===== src/rtl/alu_pkg.sv =====
// Shared constants for the datapath ALU: word width and 5-bit opcode encodings.
package alu_pkg;
    localparam int WORD_SIZE = 16;

    localparam logic [4:0] NOT  = 5'h01;
    localparam logic [4:0] AND  = 5'h02;
    localparam logic [4:0] OR   = 5'h03;
    localparam logic [4:0] XOR  = 5'h04;
    localparam logic [4:0] ADD  = 5'h05;
    localparam logic [4:0] ADDI = 5'h06;
    localparam logic [4:0] SUB  = 5'h07;
    localparam logic [4:0] COMP = 5'h08;
    localparam logic [4:0] ANDI = 5'h09;
    localparam logic [4:0] SRI  = 5'h0A;
    localparam logic [4:0] SLI  = 5'h0B;
endpackage


===== src/rtl/alu_if.sv =====
// Operand/opcode bundle between the decoder (master) and the ALU (slave).
interface alu_if import alu_pkg::*; #(parameter int W = WORD_SIZE) ();
    logic [4:0]   opcode;
    logic [W-1:0] input1;
    logic [W-1:0] input2;
    logic         alu_enable;
    logic [W-1:0] alu_out;

    modport master (output opcode, input1, input2, alu_enable, input alu_out);
    modport slave  (input opcode, input1, input2, alu_enable, output alu_out);
endinterface


===== src/rtl/alu_rca.sv =====
// Ripple-carry adder built from a chain of full-adder bit cells.
module full_adder (
    input  logic a,
    input  logic b,
    input  logic cin,
    output logic sum,
    output logic cout
);
    assign sum  = a ^ b ^ cin;
    assign cout = (a & b) | (cin & (a ^ b));
endmodule

module ripple_carry_adder #(parameter int WIDTH = 16) (
    input  logic [WIDTH-1:0] a,
    input  logic [WIDTH-1:0] b,
    input  logic             cin,
    output logic [WIDTH-1:0] sum,
    output logic             cout
);
    logic [WIDTH:0] carry;

    assign carry[0] = cin;

    for (genvar g = 0; g < WIDTH; g++) begin : g_bit
        full_adder u_fa (
            .a    (a[g]),
            .b    (b[g]),
            .cin  (carry[g]),
            .sum  (sum[g]),
            .cout (carry[g+1])
        );
    end

    assign cout = carry[WIDTH];
endmodule


===== src/rtl/alu.sv =====
// Single-cycle registered ALU. Define ALU_SHIFT_EN to build the SRI/SLI shifter;
// without it those opcodes behave as unrecognised and alu_out holds.
module alu import alu_pkg::*; (
    input  logic  clock,
    input  logic  reset_n,
    alu_if.slave  bus
);
    logic [WORD_SIZE-1:0] a, b;
    logic [WORD_SIZE-1:0] add_b, add_sum;
    logic                 add_cin, add_cout_unused;
    logic                 is_sub;
    logic [WORD_SIZE-1:0] alu_out_d, alu_out_q;

    assign a = bus.input1;
    assign b = bus.input2;

    // SUB reuses the adder as A + ~B + 1.
    assign is_sub  = (bus.opcode == SUB);
    assign add_b   = is_sub ? ~b : b;
    assign add_cin = is_sub;

    ripple_carry_adder #(.WIDTH(WORD_SIZE)) u_add (
        .a    (a),
        .b    (add_b),
        .cin  (add_cin),
        .sum  (add_sum),
        .cout (add_cout_unused)
    );

`ifdef ALU_SHIFT_EN
    logic                 shift_oob;
    logic [WORD_SIZE-1:0] shr, shl;

    assign shift_oob = (b >= WORD_SIZE'(WORD_SIZE));
    assign shr       = shift_oob ? '0 : (a >> b);
    assign shl       = shift_oob ? '0 : (a << b);
`endif

    always_comb begin
        alu_out_d = alu_out_q;
        if (bus.alu_enable) begin
            case (bus.opcode)
                NOT:            alu_out_d = ~a;
                AND, ANDI:      alu_out_d = a & b;
                OR:             alu_out_d = a | b;
                XOR:            alu_out_d = a ^ b;
                ADD, ADDI, SUB: alu_out_d = add_sum;
                COMP:           alu_out_d = {{(WORD_SIZE-1){1'b0}}, (a == b)};
`ifdef ALU_SHIFT_EN
                SRI:            alu_out_d = shr;
                SLI:            alu_out_d = shl;
`endif
                default:        alu_out_d = alu_out_q;
            endcase
        end
    end

    always_ff @(posedge clock or negedge reset_n) begin
        if (!reset_n) alu_out_q <= '0;
        else          alu_out_q <= alu_out_d;
    end

    assign bus.alu_out = alu_out_q;
endmodule


===== src/flat_wrapper.sv =====
// flat-port wrapper written by rule: the top's interface ports become plain ports
module alu_flat import alu_pkg::*;
  (clock, reset_n, bus_opcode, bus_input1, bus_input2, bus_alu_enable, bus_alu_out);
  alu_if bus_i ();
  input  logic clock;
  input  logic reset_n;
  input wire logic [$bits(bus_i.opcode)-1:0] bus_opcode;
  input wire logic [$bits(bus_i.input1)-1:0] bus_input1;
  input wire logic [$bits(bus_i.input2)-1:0] bus_input2;
  input wire logic [$bits(bus_i.alu_enable)-1:0] bus_alu_enable;
  output wire logic [$bits(bus_i.alu_out)-1:0] bus_alu_out;
  assign bus_i.opcode = bus_opcode;
  assign bus_i.input1 = bus_input1;
  assign bus_i.input2 = bus_input2;
  assign bus_i.alu_enable = bus_alu_enable;
  assign bus_alu_out = bus_i.alu_out;
  alu u_core (.clock(clock), .reset_n(reset_n), .bus(bus_i));
endmodule

===== config.mk =====
export PLATFORM = sky130hd
export DESIGN_NAME = alu_flat
export DESIGN_NICKNAME = d
export VERILOG_FILES = /design/src/rtl/alu_pkg.sv /design/src/rtl/alu_if.sv /design/src/rtl/alu_rca.sv /design/src/rtl/alu.sv /design/src/flat_wrapper.sv
export SDC_FILE = /design/constraint.sdc
export NUM_CORES = 1
export LEC_CHECK = 0
export ABC_CLOCK_PERIOD_IN_PS = 890
export BUFFER_PORTS_ARGS = -buffer_cell sky130_fd_sc_hd__buf_2
export CORE_ASPECT_RATIO = 1.4
export CORE_MARGIN = 1.5
export CORE_UTILIZATION = 55
export CTS_CLUSTER_DIAMETER = 60
export DETAILED_ROUTE_END_ITERATION = 7
export GPL_ROUTABILITY_DRIVEN = 0
export PLACE_DENSITY = 0.86
export SLEW_MARGIN = 20
export SYNTH_ARGS = -nofsm -noshare
export SYNTH_HDL_FRONTEND = slang
export SYNTH_SLANG_ARGS = --single-unit

===== constraint.sdc =====
create_clock -name clock -period 0.89 [get_ports clock]
set_input_delay 0.1335 -clock clock [delete_from_list [all_inputs] [get_ports clock]]
set_output_delay 0.1335 -clock clock [all_outputs]
set_load 0.01 [all_outputs]

==> summary.md, run 1 <==
| Metric | Value |
|---|---|
| Status | `complete, but fails checks` |
| Failing checks | `negative setup slack` |
| Total overflow reported by the global router | `0` |
| Biggest cell delay along the critical path | `520 ps` |
| Storage element area | `400 um^2` |
| Global-route wire length before repair | `12,200 um` |
| End-of-flow core utilization | `a little over four fifths` |
| Final Hold Slack | `256 ps` |
| Worst-path fanout max | `2` |
| Top area cells in the synthesized netlist | `dfrtp_1, ha_1, fa_1` |
| Number of storage elements in the synthesis netlist | `16` |
| Hold Crit Class | `in -> reg` |
| Clock buffers created by TritonCTS | `3` |
| Worst Tran Pin Value | `approximately 600 ps` |
| Kind of capture point of the worst setup path | `flop` |
| Final slew viol count | `0` |
| Top-level I/O count | `56` |
| Max frequency | `around 0.16 GHz` |
| Post-route cell area | `about 3300 um^2` |
| Commonest cells after routing, fill and taps aside | `buf_4, buf_2, inv_1, ha_1, nand2_1` |
| H-Tree Level Count | `1` |
| Setup Viol. Count Final | `32` |
| Proportion of power drawn by combinational gates | `52.6%` |
| Via count | `between 2,000 and 2,500` |
| Die extent in x | `about 58 um` |
| Max Cap Viol | `0` |
| Remaining max-slew budget at the tightest pin | `between 60% and 70%` |
| Seq/Total Area, Yosys | `approximately 17%` |
| Hold Vio Cnt, Final | `0` |
| Pre-CTS WS | `-5490 ps` |
| Clock-pin transition on the worst setup and hold timing paths | `around 80 ps` |
| Post-place instance area | `roughly 3100 um^2` |
| Total track usage | `about a third` |
| Critical path's top delay family | `adder cells` |
| Via count of the first global-routing pass | `2,650` |
| Portion of total power attributed to sequential cells | `a little over a quarter` |
| Worst path setup slack after routing | `-5240 ps` |
| Die Y-Extent | `approximately 80 um` |
| Buffer type at the clock tree root | `clkbuf_8` |
| CP dominant cell by count | `fa_2` |
| Initial antenna violation count | `0` |
| Number of distinct library cells after synthesis | `42` |
| Hold Path Stages | `3` |
| Flip-flop count of the largest register, all copies and words added | `16` |
| Initial Utilization | `about three fifths` |
| Share of the synthesized area in the top cell type | `roughly 17%` |
| Post-synth top area cell | `dfrtp_1` |
| Net load switching power | `between 1 and 1.5 mW` |
| Multi-input gate area | `1800 um^2` |
| Internal power summed over all cells | `approximately 2.2 mW` |
| Overall power after layout | `approximately 3.5 mW` |
| Combined buffer and inverter count along the critical path | `3` |
| CP Launch Type | `input port` |
| Via/cell ratio | `slightly below 6` |
| Count of buffers inserted at the top-level ports | `between 50 and 60` |
| Final HPWL DP | `between 5000 and 6000 um` |
| Initial DRC Count | `between 100 and 150` |
| Setup repair after global routing missed its margin | `yes` |
| Largest net degree at the start of global routing | `19` |
| Longest Clk Path Bufs | `2` |
| DRT antenna net count | `0` |
| Post-Synthesis Cell Area | `approximately 2300 um^2` |
| Wirelength, routed | `7740 um` |
| Row cnt | `27` |
| Fill cell instance count of the final layout | `242` |
| Most common library cell in the layout ignoring fill and taps | `buf_4` |
| Mean post-synth cell area | `about 9.0 um^2` |
| Final period util | `689%` |
| Cells after Synth | `roughly 260` |
| Standard cell core area | `between 3000 and 4000 um^2` |
| Iteration count of the initial detailed-routing pass | `6` |
| Worst Path Class, Setup | `in -> reg` |
| Post-layout min period | `6130 ps` |
| Total Neg Setup Slack | `-49,030 ps` |
| Diodes inserted | `0` |
| Area growth from synthesis to final layout | `43.6%` |
| Data required time of the critical path | `around 1100 ps` |
| Share of layout cells above drive strength 1 | `43.2%` |
| Nets | `roughly 460` |
| Cells on worst reg2reg path | `3` |
| Maximum clock skew at final layout | `0 ps` |
| DIE AREA | `4630 um^2` |
| Clock tree from TritonCTS | `built` |
| LEAKAGE | `1.60 nW` |
| Final Instance Count excl. Fillers | `between 400 and 500` |
| Standard cell with the maximum stage delay on the critical path | `fa_2` |
| DRC viols | `0` |
| Pwr/cell area | `between 1000 and 1500 nW/um^2` |
| Switching part of the total | `between 30% and 40%` |
| Post-Syn Nets | `between 300 and 400` |
| Highest ir drop seen on vdd | `approximately 0.00072 V` |
| Placed cell count | `between 300 and 400` |
| Clock latency reported for the late side of the worst-skew pair | `between 200 and 300 ps` |
| Routed WL per cell | `around 19 um` |
| Yosys warns | `0` |
| Signal arrival time at the worst endpoint | `6310 ps` |
| Clock share of power | `20.1%` |
| Worst path cell trace | `buf_6 -> or3b_4 -> nor2_4 -> xnor2_2 -> fa_2 -> fa_2 -> fa_2 -> fa_2 -> fa_2 -> fa_2 -> fa_2 -> fa_2 -> fa_2 -> fa_2 -> fa_2 -> fa_2 -> inv_2 -> fa_1 -> inv_2 -> fa_2 -> mux2i_1 -> o22a_1 -> a31oi_1` |
| Number of cells on the critical path | `23` |
| CTS sink cnt | `16` |
## cell families after synthesis
group	count (synthesis)	synth area share [%]
simple gates	57	12.5
compound gates	55	18.5
buf+inv	51	9.53
fa+ha+maj	46	29.3
xor+xnor	17	6.41
flops	16	17.2
mux	15	6.46
## cell type report
cell class,instances,share of cell area (%)
multi-input combinational,190,54.0
timing repair buffer,130,26.8
sequential,16,12.0
inverter,35,3.94
clock buffer,4,1.65
tap,43,1.61
## power groups by stage
stage | clock [mW] | sequential, mW | combinational, mW
floorplan | 0 | 1.05 | 0.815
global placement | 0 | 0.968 | 1.51
detailed placement | 0 | 0.975 | 1.61
CTS | 0.712 | 0.955 | 1.76
global route | 0.746 | 0.979 | 2.03
finish | 0.714 | 0.964 | 1.87
## repair_timing
item | CTS | global route
buffers inserted | 16 | 3
setup endpoints to repair | 32 | 32
hold buffers | 1 | 0
pin swaps | 8 | 8
resized for setup | 11 | 9
hold endpoints to repair | 16 | 0
## worst reg2reg max path, stage by stage (launching register included)
cell     delay [ps]
dfrtp_1         410
buf_4           140
nor2_1          100
a31oi_1          40
## synthesized netlist by cell type (all sizes together)
cell type / n
inv: 35
ha: 32
nand2: 20
nor2: 19
xnor2: 17
dfrtp: 16
a31oi: 15
mux2i: 15
fa: 14
o21a: 14
buf: 13
o22a: 13
nor4: 5
clkbuf: 3
a21oi: 2
nor3: 2
o21ai: 2
o31ai: 2
or3b: 2
a2111oi: 1
a211oi: 1
and3: 1
nand2b: 1
nand3: 1
nand3b: 1
nand4: 1
nor3b: 1
nor4b: 1
o2111ai: 1
o221a: 1
o221ai: 1
o311ai: 1
o32a: 1
or4: 1
or4b: 1
## final timing paths
kind	end	from	slack, ps
max in group asynchronous	u_core.bus.alu_out[15]	reset_n	280
min reg2reg	u_core.bus.alu_out[4]	u_core.bus.alu_out[4]	550
max	u_core.bus.alu_out[14]	bus_opcode[3]	-5240
min in group asynchronous	u_core.bus.alu_out[8]	reset_n	320
max reg2reg	u_core.bus.alu_out[13]	u_core.bus.alu_out[13]	90
min	u_core.bus.alu_out[8]	bus_input1[8]	260
## per-layer routing
| layer | part of all wire, % | routed length (um) | vias to the layer above | track usage (%) |
|---|---|---|---|---|
| met1 | 36 | 2800 | 1215 | 36.0 |
| met4 | 6.0 | 463 | 0 | 23.7 |
| met2 | 54 | 4180 | 102 | 64.5 |
| met3 | 3.9 | 305 | 41 | 3.40 |
| li1 | - | - | 1122 | - |
| met5 | 0 | 0 | - | 0 |
Power figures use the tool's default switching activity.
==> run 2: changes to the inputs <==
--- a/config.mk
+++ b/config.mk
@@ -5,7 +5,7 @@
 export SDC_FILE = /design/constraint.sdc
 export NUM_CORES = 1
 export LEC_CHECK = 0
-export ABC_CLOCK_PERIOD_IN_PS = 890
+export ABC_CLOCK_PERIOD_IN_PS = 7330
 export BUFFER_PORTS_ARGS = -buffer_cell sky130_fd_sc_hd__buf_2
 export CORE_ASPECT_RATIO = 1.4
 export CORE_MARGIN = 1.5
==> constraint.sdc (replaced) <==
create_clock -name clock -period 7.33 [get_ports clock]
set_input_delay 1.0995 -clock clock [delete_from_list [all_inputs] [get_ports clock]]
set_output_delay 1.0995 -clock clock [all_outputs]
set_load 0.01 [all_outputs]
==> run 2 against run 1 <==
  * The run now ends clean
  * Critical path depth unchanged
  * Routed wire length down 25%
  * Highest routed layer unchanged
  * Cell count down 16%
  * Sequential cell count unchanged
  * Clock skew unchanged
  * Combinational power down 91%
  * Via count down 15%
  * Hold slack better by 240 ps
  * Sequential share of layout area up 2.6 points
  * Clock power down 88%
==> summary.md, run 2 (synthesized netlist as in run 1, its figures left out) <==
| Metric | Value |
|---|---|
| Overall power after layout | `0.374 mW (-89%)` |
| Longest Clk Path Bufs | `2 (unchanged)` |
| Post CTS Setup Buffer Count | `0 (-16)` |
| Die Y-Extent | `79.9 um (unchanged)` |
| Data required time of the critical path | `7460 ps (+6390 ps)` |
| Hold Crit Class | `reg -> reg` |
| Total overflow reported by the global router | `0 (unchanged)` |
| Standard cell with the maximum stage delay on the critical path | `or3b_1` |
| Global-route wire length before repair | `9720 um (-20%)` |
| Status | `complete, no violations` |
| Wirelength, routed | `5820 um (-25%)` |
| H-Tree Level Count | `1 (unchanged)` |
| Pwr/cell area | `136 nW/um^2 (-87%)` |
| Final slew viol count | `0 (unchanged)` |
| CTS sink cnt | `16 (unchanged)` |
| Final period util | `~97%` |
| Count of buffers inserted at the top-level ports | `55 (unchanged)` |
| Post-layout min period | `between 7000 and 8000 ps` |
| Number of cells on the critical path | `23 (unchanged)` |
| CP dominant cell by count | `fa_2` |
| Clock latency reported for the late side of the worst-skew pair | `260 ps (about the same)` |
| Max frequency | `0.140 GHz` |
| Setup repair after global routing missed its margin | `no` |
| Row cnt | `27 (unchanged)` |
| CP Launch Type | `input port` |
| Worst Path Class, Setup | `in -> reg` |
| Nets | `395 (-15%)` |
| Largest net degree at the start of global routing | `32 (+13)` |
| Fill cell instance count of the final layout | `321 (+33%)` |
| Detailed-routing wirelength on met1 | `2200 um (-21%)` |
| Area growth from synthesis to final layout | `17.8%` |
| Pre-CTS WS | `-52.2 ps (+5440 ps)` |
| Routed WL per cell | `16.6 um (-11%)` |
| Total track usage | `26.8% (-8.2 points)` |
| Top sig layer | `met4` |
| Standard cell core area | `3990 um^2 (unchanged)` |
| Combined buffer and inverter count along the critical path | `3 (unchanged)` |
| Buffer type at the clock tree root | `clkbuf_8` |
| Initial antenna violation count | `0 (unchanged)` |
| Destination of the worst hold path | `u_core.bus.alu_out[0]` |
| DIE AREA | `4630 um^2 (unchanged)` |
| Initial DRC Count | `83 (-21%)` |
| Worst-path fanout max | `3 (+1)` |
| Hold Vio Cnt, Final | `0 (unchanged)` |
| Worst path setup slack after routing | `198 ps (+5440 ps)` |
| Remaining max-slew budget at the tightest pin | `33.5% (-27 points)` |
| R2r startpoint | `u_core.bus.alu_out[8]` |
| Via count of the first global-routing pass | `2,242 (-15%)` |
| Hold Path Stages | `1 (-2)` |
| Detail Route met2 WL | `3090 um (-26%)` |
| LEAKAGE | `1.25 nW (-22%)` |
| Maximum clock skew at final layout | `0 ps (unchanged)` |
| Kind of capture point of the worst setup path | `flop` |
| Flip-flop count of the largest register, all copies and words added | `16 (unchanged)` |
| Critical path's top delay family | `adder cells` |
| Clock buffers created by TritonCTS | `3 (unchanged)` |
| DRC viols | `0 (unchanged)` |
| Resize count post-CTS | `0 (-11)` |
| Highest ir drop seen on vdd | `0.0000583 V (-92%)` |
| Via/cell ratio | `6.01 (+1.3%)` |
| R2r setup slk | `6590 ps (+6500 ps)` |
| Clock tree from TritonCTS | `built` |
| Cells on worst reg2reg path | `2 (-1)` |
| Die extent in x | `57.9 um (unchanged)` |
| Top-level I/O count | `56 (unchanged)` |
| Setup Viol. Count Final | `0 (-100%)` |
| Worst path cell trace | `buf_2 -> or3b_1 -> nor2_4 -> xnor2_2 -> fa_2 -> fa_2 -> fa_2 -> fa_2 -> fa_2 -> fa_2 -> fa_2 -> fa_2 -> fa_2 -> fa_2 -> fa_2 -> fa_2 -> inv_2 -> fa_1 -> inv_1 -> fa_1 -> xnor2_1 -> mux2i_1 -> a31oi_1` |
| Final HPWL DP | `4450 um (-19%)` |
| Share of layout cells above drive strength 1 | `28.9% (-14 points)` |
| Hold Startpoint | `u_core.bus.alu_out[0]` |
| Iteration count of the initial detailed-routing pass | `6 (unchanged)` |
| Amount of wire on met3 after detailed routing | `345 um (+13%)` |
| DRT antenna net count | `0 (unchanged)` |
| Diodes inserted | `0 (unchanged)` |
| Clock-pin transition on the worst setup and hold timing paths | `70 ps (about the same)` |
| Biggest cell delay along the critical path | `460 ps (-60 ps)` |
| Commonest cells after routing, fill and taps aside | `buf_2, inv_1, ha_1, nand2_1, nor2_1` |
| Hold bufs inserted after CTS | `0 (-1)` |
| Worst r2r dst | `u_core.bus.alu_out[8]` |
| Via count | `2,109 (-15%)` |
| Initial Utilization | `58.3% (unchanged)` |
| Worst Tran Pin Value | `996 ps (+404 ps)` |
| Signal arrival time at the worst endpoint | `7260 ps (+950 ps)` |
| Most common library cell in the layout ignoring fill and taps | `buf_2` |
| Max Cap Viol | `0 (unchanged)` |
[run 2: changes by cell type in the layout (fill, tap and decap cells not counted), moves of 2 or more]
cell    before  now
buf_12       2    0
buf_2       51   55
buf_6        5    0
buf_4       71    8
[run 2: worst max-delay path by stage]
stage	slack, ps	end	start
floorplan	-100	u_core.bus.alu_out[15]	bus_opcode[3]
global placement	80	u_core.bus.alu_out[15]	bus_opcode[3]
detailed placement	-50	u_core.bus.alu_out[15]	bus_opcode[3]
CTS	200	u_core.bus.alu_out[15]	bus_opcode[3]
global route	30	u_core.bus.alu_out[15]	bus_opcode[3]
finish	200	u_core.bus.alu_out[15]	bus_opcode[3]
[run 2: layer usage]
| layer | global-route usage, % | vias up |
|---|---|---|
| li1 | - | 989 |
| met1 | 29.2 | 1011 |
| met2 | 49.3 | 88 |
| met3 | 3.40 | 21 |
| met4 | 13.7 | 0 |
| met5 | 0 | - |
[run 2: power breakdown]
| part | internal, mW | switching, mW | leakage, nW | total (mW) |
|---|---|---|---|---|
| Sequential | 0.107 | 0.00969 | 0.179 | 0.116 |
| Clock | 0.0479 | 0.0372 | 0.0288 | 0.0851 |
| Combinational | 0.0784 | 0.0936 | 1.04 | 0.172 |
| Total | 0.233 | 0.141 | 1.25 | 0.374 |
[run 2: worst reg2reg max path: cells and delay by family (launching register included)]
| kind | cells | cell delay [ps] |
|---|---|---|
| AO/OA/AOI/OAI | 1 | 60 |
| AND/OR/NAND/NOR | 1 | 160 |
| flip-flops | 1 | 400 |
[run 2: area by class of cell]
class / instances / area, um^2 / area share [%]
Timing Repair Buffer: 63 / 335 / 12.2
Clock buffer: 4 / 55.1 / 2.01
Multi-Input combinational cell: 190 / 1760 / 64.4
Inverter: 35 / 131 / 4.80
Sequential cell: 16 / 400 / 14.6
Tap cell: 43 / 53.8 / 1.97
[run 2: metrics by stage]
stage	instances	utilization, %	setup TNS (ps)	hold WS, ps	area [um^2]
global route	351	68.7	0	502	2740
finish	351	68.7	0	497	2740
global placement	347	66.9	0	477	2670
CTS	351	68.5	0	499	2730
floorplan	257	-	-163	540	2390
detailed placement	347	67.1	-73.5	482	2680
==> run 3: changes to the inputs <==
--- a/config.mk
+++ b/config.mk
@@ -7,13 +7,12 @@
 export LEC_CHECK = 0
 export ABC_CLOCK_PERIOD_IN_PS = 7330
 export BUFFER_PORTS_ARGS = -buffer_cell sky130_fd_sc_hd__buf_2
-export CORE_ASPECT_RATIO = 1.4
 export CORE_MARGIN = 1.5
-export CORE_UTILIZATION = 55
+export CORE_UTILIZATION = 40
 export CTS_CLUSTER_DIAMETER = 60
 export DETAILED_ROUTE_END_ITERATION = 7
 export GPL_ROUTABILITY_DRIVEN = 0
-export PLACE_DENSITY = 0.86
+export PLACE_DENSITY = 0.67
 export SLEW_MARGIN = 20
 export SYNTH_ARGS = -nofsm -noshare
 export SYNTH_HDL_FRONTEND = slang
==> run 3 against run 2 <==
  * Die area up 36%
  * Global-route usage down 7.3 points
  * Combinational power about the same
  * Fmax up 0.63%
  * First-iteration DRC count up 14%
  * Sequential cell count unchanged
  * Clock-buffer cell count unchanged
  * Power down 0.46%
  * Sequential power about the same
  * Clock skew unchanged
==> summary.md, run 3 (synthesized netlist as in run 1, its figures left out) <==
| Metric | Value |
|---|---|
| Placed cell count | `377 (+8.6%)` |
| Clock latency reported for the late side of the worst-skew pair | `270 ps (about the same)` |
| Resize count post-CTS | `0 (unchanged)` |
| CTS sink cnt | `16 (unchanged)` |
| Biggest cell delay along the critical path | `470 ps (about the same)` |
| Worst path cell trace | `buf_2 -> or3b_1 -> nor2_4 -> xnor2_2 -> fa_2 -> fa_2 -> fa_2 -> fa_2 -> fa_2 -> fa_2 -> fa_2 -> fa_2 -> fa_2 -> fa_2 -> fa_2 -> fa_2 -> inv_2 -> fa_1 -> inv_1 -> fa_1 -> mux2i_1 -> o22a_1 -> a31oi_1` |
| Final HPWL DP | `4560 um (+2.4%)` |
| Clock tree from TritonCTS | `built` |
| Diodes inserted | `0 (unchanged)` |
| Maximum clock skew at final layout | `0 ps (unchanged)` |
| Signal arrival time at the worst endpoint | `7270 ps (about the same)` |
| Status | `complete, no violations` |
| Final Instance Count excl. Fillers | `381 (+8.5%)` |
| Total Neg Setup Slack | `0 ps (unchanged)` |
| Die extent in x | `79.2 um (+37%)` |
| Clock buffers created by TritonCTS | `3 (unchanged)` |
| Wirelength, routed | `5810 um (-0.17%)` |
| Count of buffers inserted at the top-level ports | `55 (unchanged)` |
| Routed WL per cell | `15.2 um (-8.0%)` |
| Overall power after layout | `0.372 mW (-0.46%)` |
| Total track usage | `19.6% (-7.3 points)` |
| Nets | `396 (+0.25%)` |
| Remaining max-slew budget at the tightest pin | `34.9% (+1.4 points)` |
| Iteration count of the initial detailed-routing pass | `4 (-2)` |
| Via count of the first global-routing pass | `1,981 (-12%)` |
| Post CTS Setup Buffer Count | `0 (unchanged)` |
| Via/cell ratio | `5.26 (-12%)` |
| Share of layout cells above drive strength 1 | `29.1% (+0.23 points)` |
| Top-level I/O count | `56 (unchanged)` |
| Total overflow reported by the global router | `0 (unchanged)` |
| Final period util | `96.7% (-0.61 points)` |
| H-Tree Level Count | `1 (unchanged)` |
| Commonest cells after routing, fill and taps aside | `buf_2, inv_1, ha_1, nand2_1, nor2_1` |
| Hold Vio Cnt, Final | `0 (unchanged)` |
| Max Cap Viol | `0 (unchanged)` |
| Flip-flop count of the largest register, all copies and words added | `16 (unchanged)` |
| Initial antenna violation count | `0 (unchanged)` |
| Standard cell with the maximum stage delay on the critical path | `fa_1` |
| Worst-path fanout max | `2 (-1)` |
| Most common library cell in the layout ignoring fill and taps | `buf_2` |
| Largest net degree at the start of global routing | `32 (unchanged)` |
| Post-layout min period | `7090 ps (-44.7 ps)` |
| Buffer type at the clock tree root | `clkbuf_8` |
| Post-place instance area | `2720 um^2 (+1.6%)` |
| Max frequency | `0.141 GHz (+0.63%)` |
| Worst Tran Pin Value | `975 ps (-20.8 ps)` |
| DRC viols | `0 (unchanged)` |
| Via count | `2,005 (-4.9%)` |
| Area growth from synthesis to final layout | `19.7%` |
| Die Y-Extent | `79.2 um (-0.86%)` |
| CP dominant cell by count | `fa_2` |
| CP Launch Type | `input port` |
| Initial Utilization | `41.9% (-16 points)` |
| Kind of capture point of the worst setup path | `flop` |
| Pre-CTS WS | `-49.3 ps (+2.93 ps)` |
| Highest ir drop seen on vdd | `0.0000648 V (+11%)` |
| Clock-pin transition on the worst setup and hold timing paths | `80 ps (about the same)` |
| DRT antenna net count | `0 (unchanged)` |
| Initial DRC Count | `95 (+14%)` |
| Pwr/cell area | `134 nW/um^2 (-2.0%)` |
| Worst Path Class, Setup | `in -> reg` |
| Hold bufs inserted after CTS | `0 (unchanged)` |
| Data required time of the critical path | `7520 ps (+60 ps)` |
| Standard cell core area | `5540 um^2 (+39%)` |
| Post-route cell area | `2780 um^2 (+1.6%)` |
| Global-route wire length before repair | `9640 um (-0.78%)` |
| Setup repair after global routing missed its margin | `no` |
| Row cnt | `27 (unchanged)` |
| R2r setup slk | `6620 ps (+30 ps)` |
| Hold Crit Class | `reg -> reg` |
| Final slew viol count | `0 (unchanged)` |
| Setup Viol. Count Final | `0 (unchanged)` |
| Worst path setup slack after routing | `243 ps (+44.7 ps)` |
| DIE AREA | `6280 um^2 (+36%)` |
| LEAKAGE | `1.25 nW (+0.36%)` |
| Longest Clk Path Bufs | `2 (unchanged)` |
-- run 3: cell type report --
type	count	area, um^2
inverters	35	131
repair buffers	64	343
multi-input cells	190	1760
well taps	72	90.1
flip-flops and latches	16	400
clock buffers	4	55.1
fillers	541	2760
-- run 3: worst max-delay path, delay by kind of cell --
family,cells,cell delay (ps)
XOR/XNOR,1,80
AO/OA/AOI/OAI,2,390
multiplexers,1,60
buffers and inverters,3,210
AND/OR/NAND/NOR,2,580
adder cells (fa/ha/maj),14,4830
-- run 3: per-layer routing --
metal	vias to the layer above	GRT usage [%]	routed length, um
li1	983	-	-
met1	955	26.3	2680
met2	62	33.2	2760
met3	5	2.99	315
met4	0	3.86	50
met5	-	0	0
-- run 3: final timing paths --
path | startpoint | to | cells past startpoint
worst min register to register | u_core.bus.alu_out[0] | u_core.bus.alu_out[0] | 1
worst max register to register | u_core.bus.alu_out[12] | u_core.bus.alu_out[12] | 2
min in group asynchronous | reset_n | u_core.bus.alu_out[1] | 1
worst max-delay path | bus_opcode[3] | u_core.bus.alu_out[14] | 23
worst min-delay path | u_core.bus.alu_out[0] | u_core.bus.alu_out[0] | 1
max in group asynchronous | reset_n | u_core.bus.alu_out[12] | 1
-- run 3: power by group --
group	internal, mW	leakage, nW	switching (mW)	total, mW
combinational	0.0783	1.04	0.0920	0.170
clock	0.0479	0.0288	0.0379	0.0858
sequential	0.107	0.179	0.00904	0.116
-- run 3: stage by stage --
stage          utilization (%)  hold slack (ps)
3_5_place_dp              49.1              490
3_3_place_gp              49.0              479
2_1_floorplan                -              540
4_1_cts                   50.1              509
5_1_grt                   50.2              529
6_report                  50.2              505
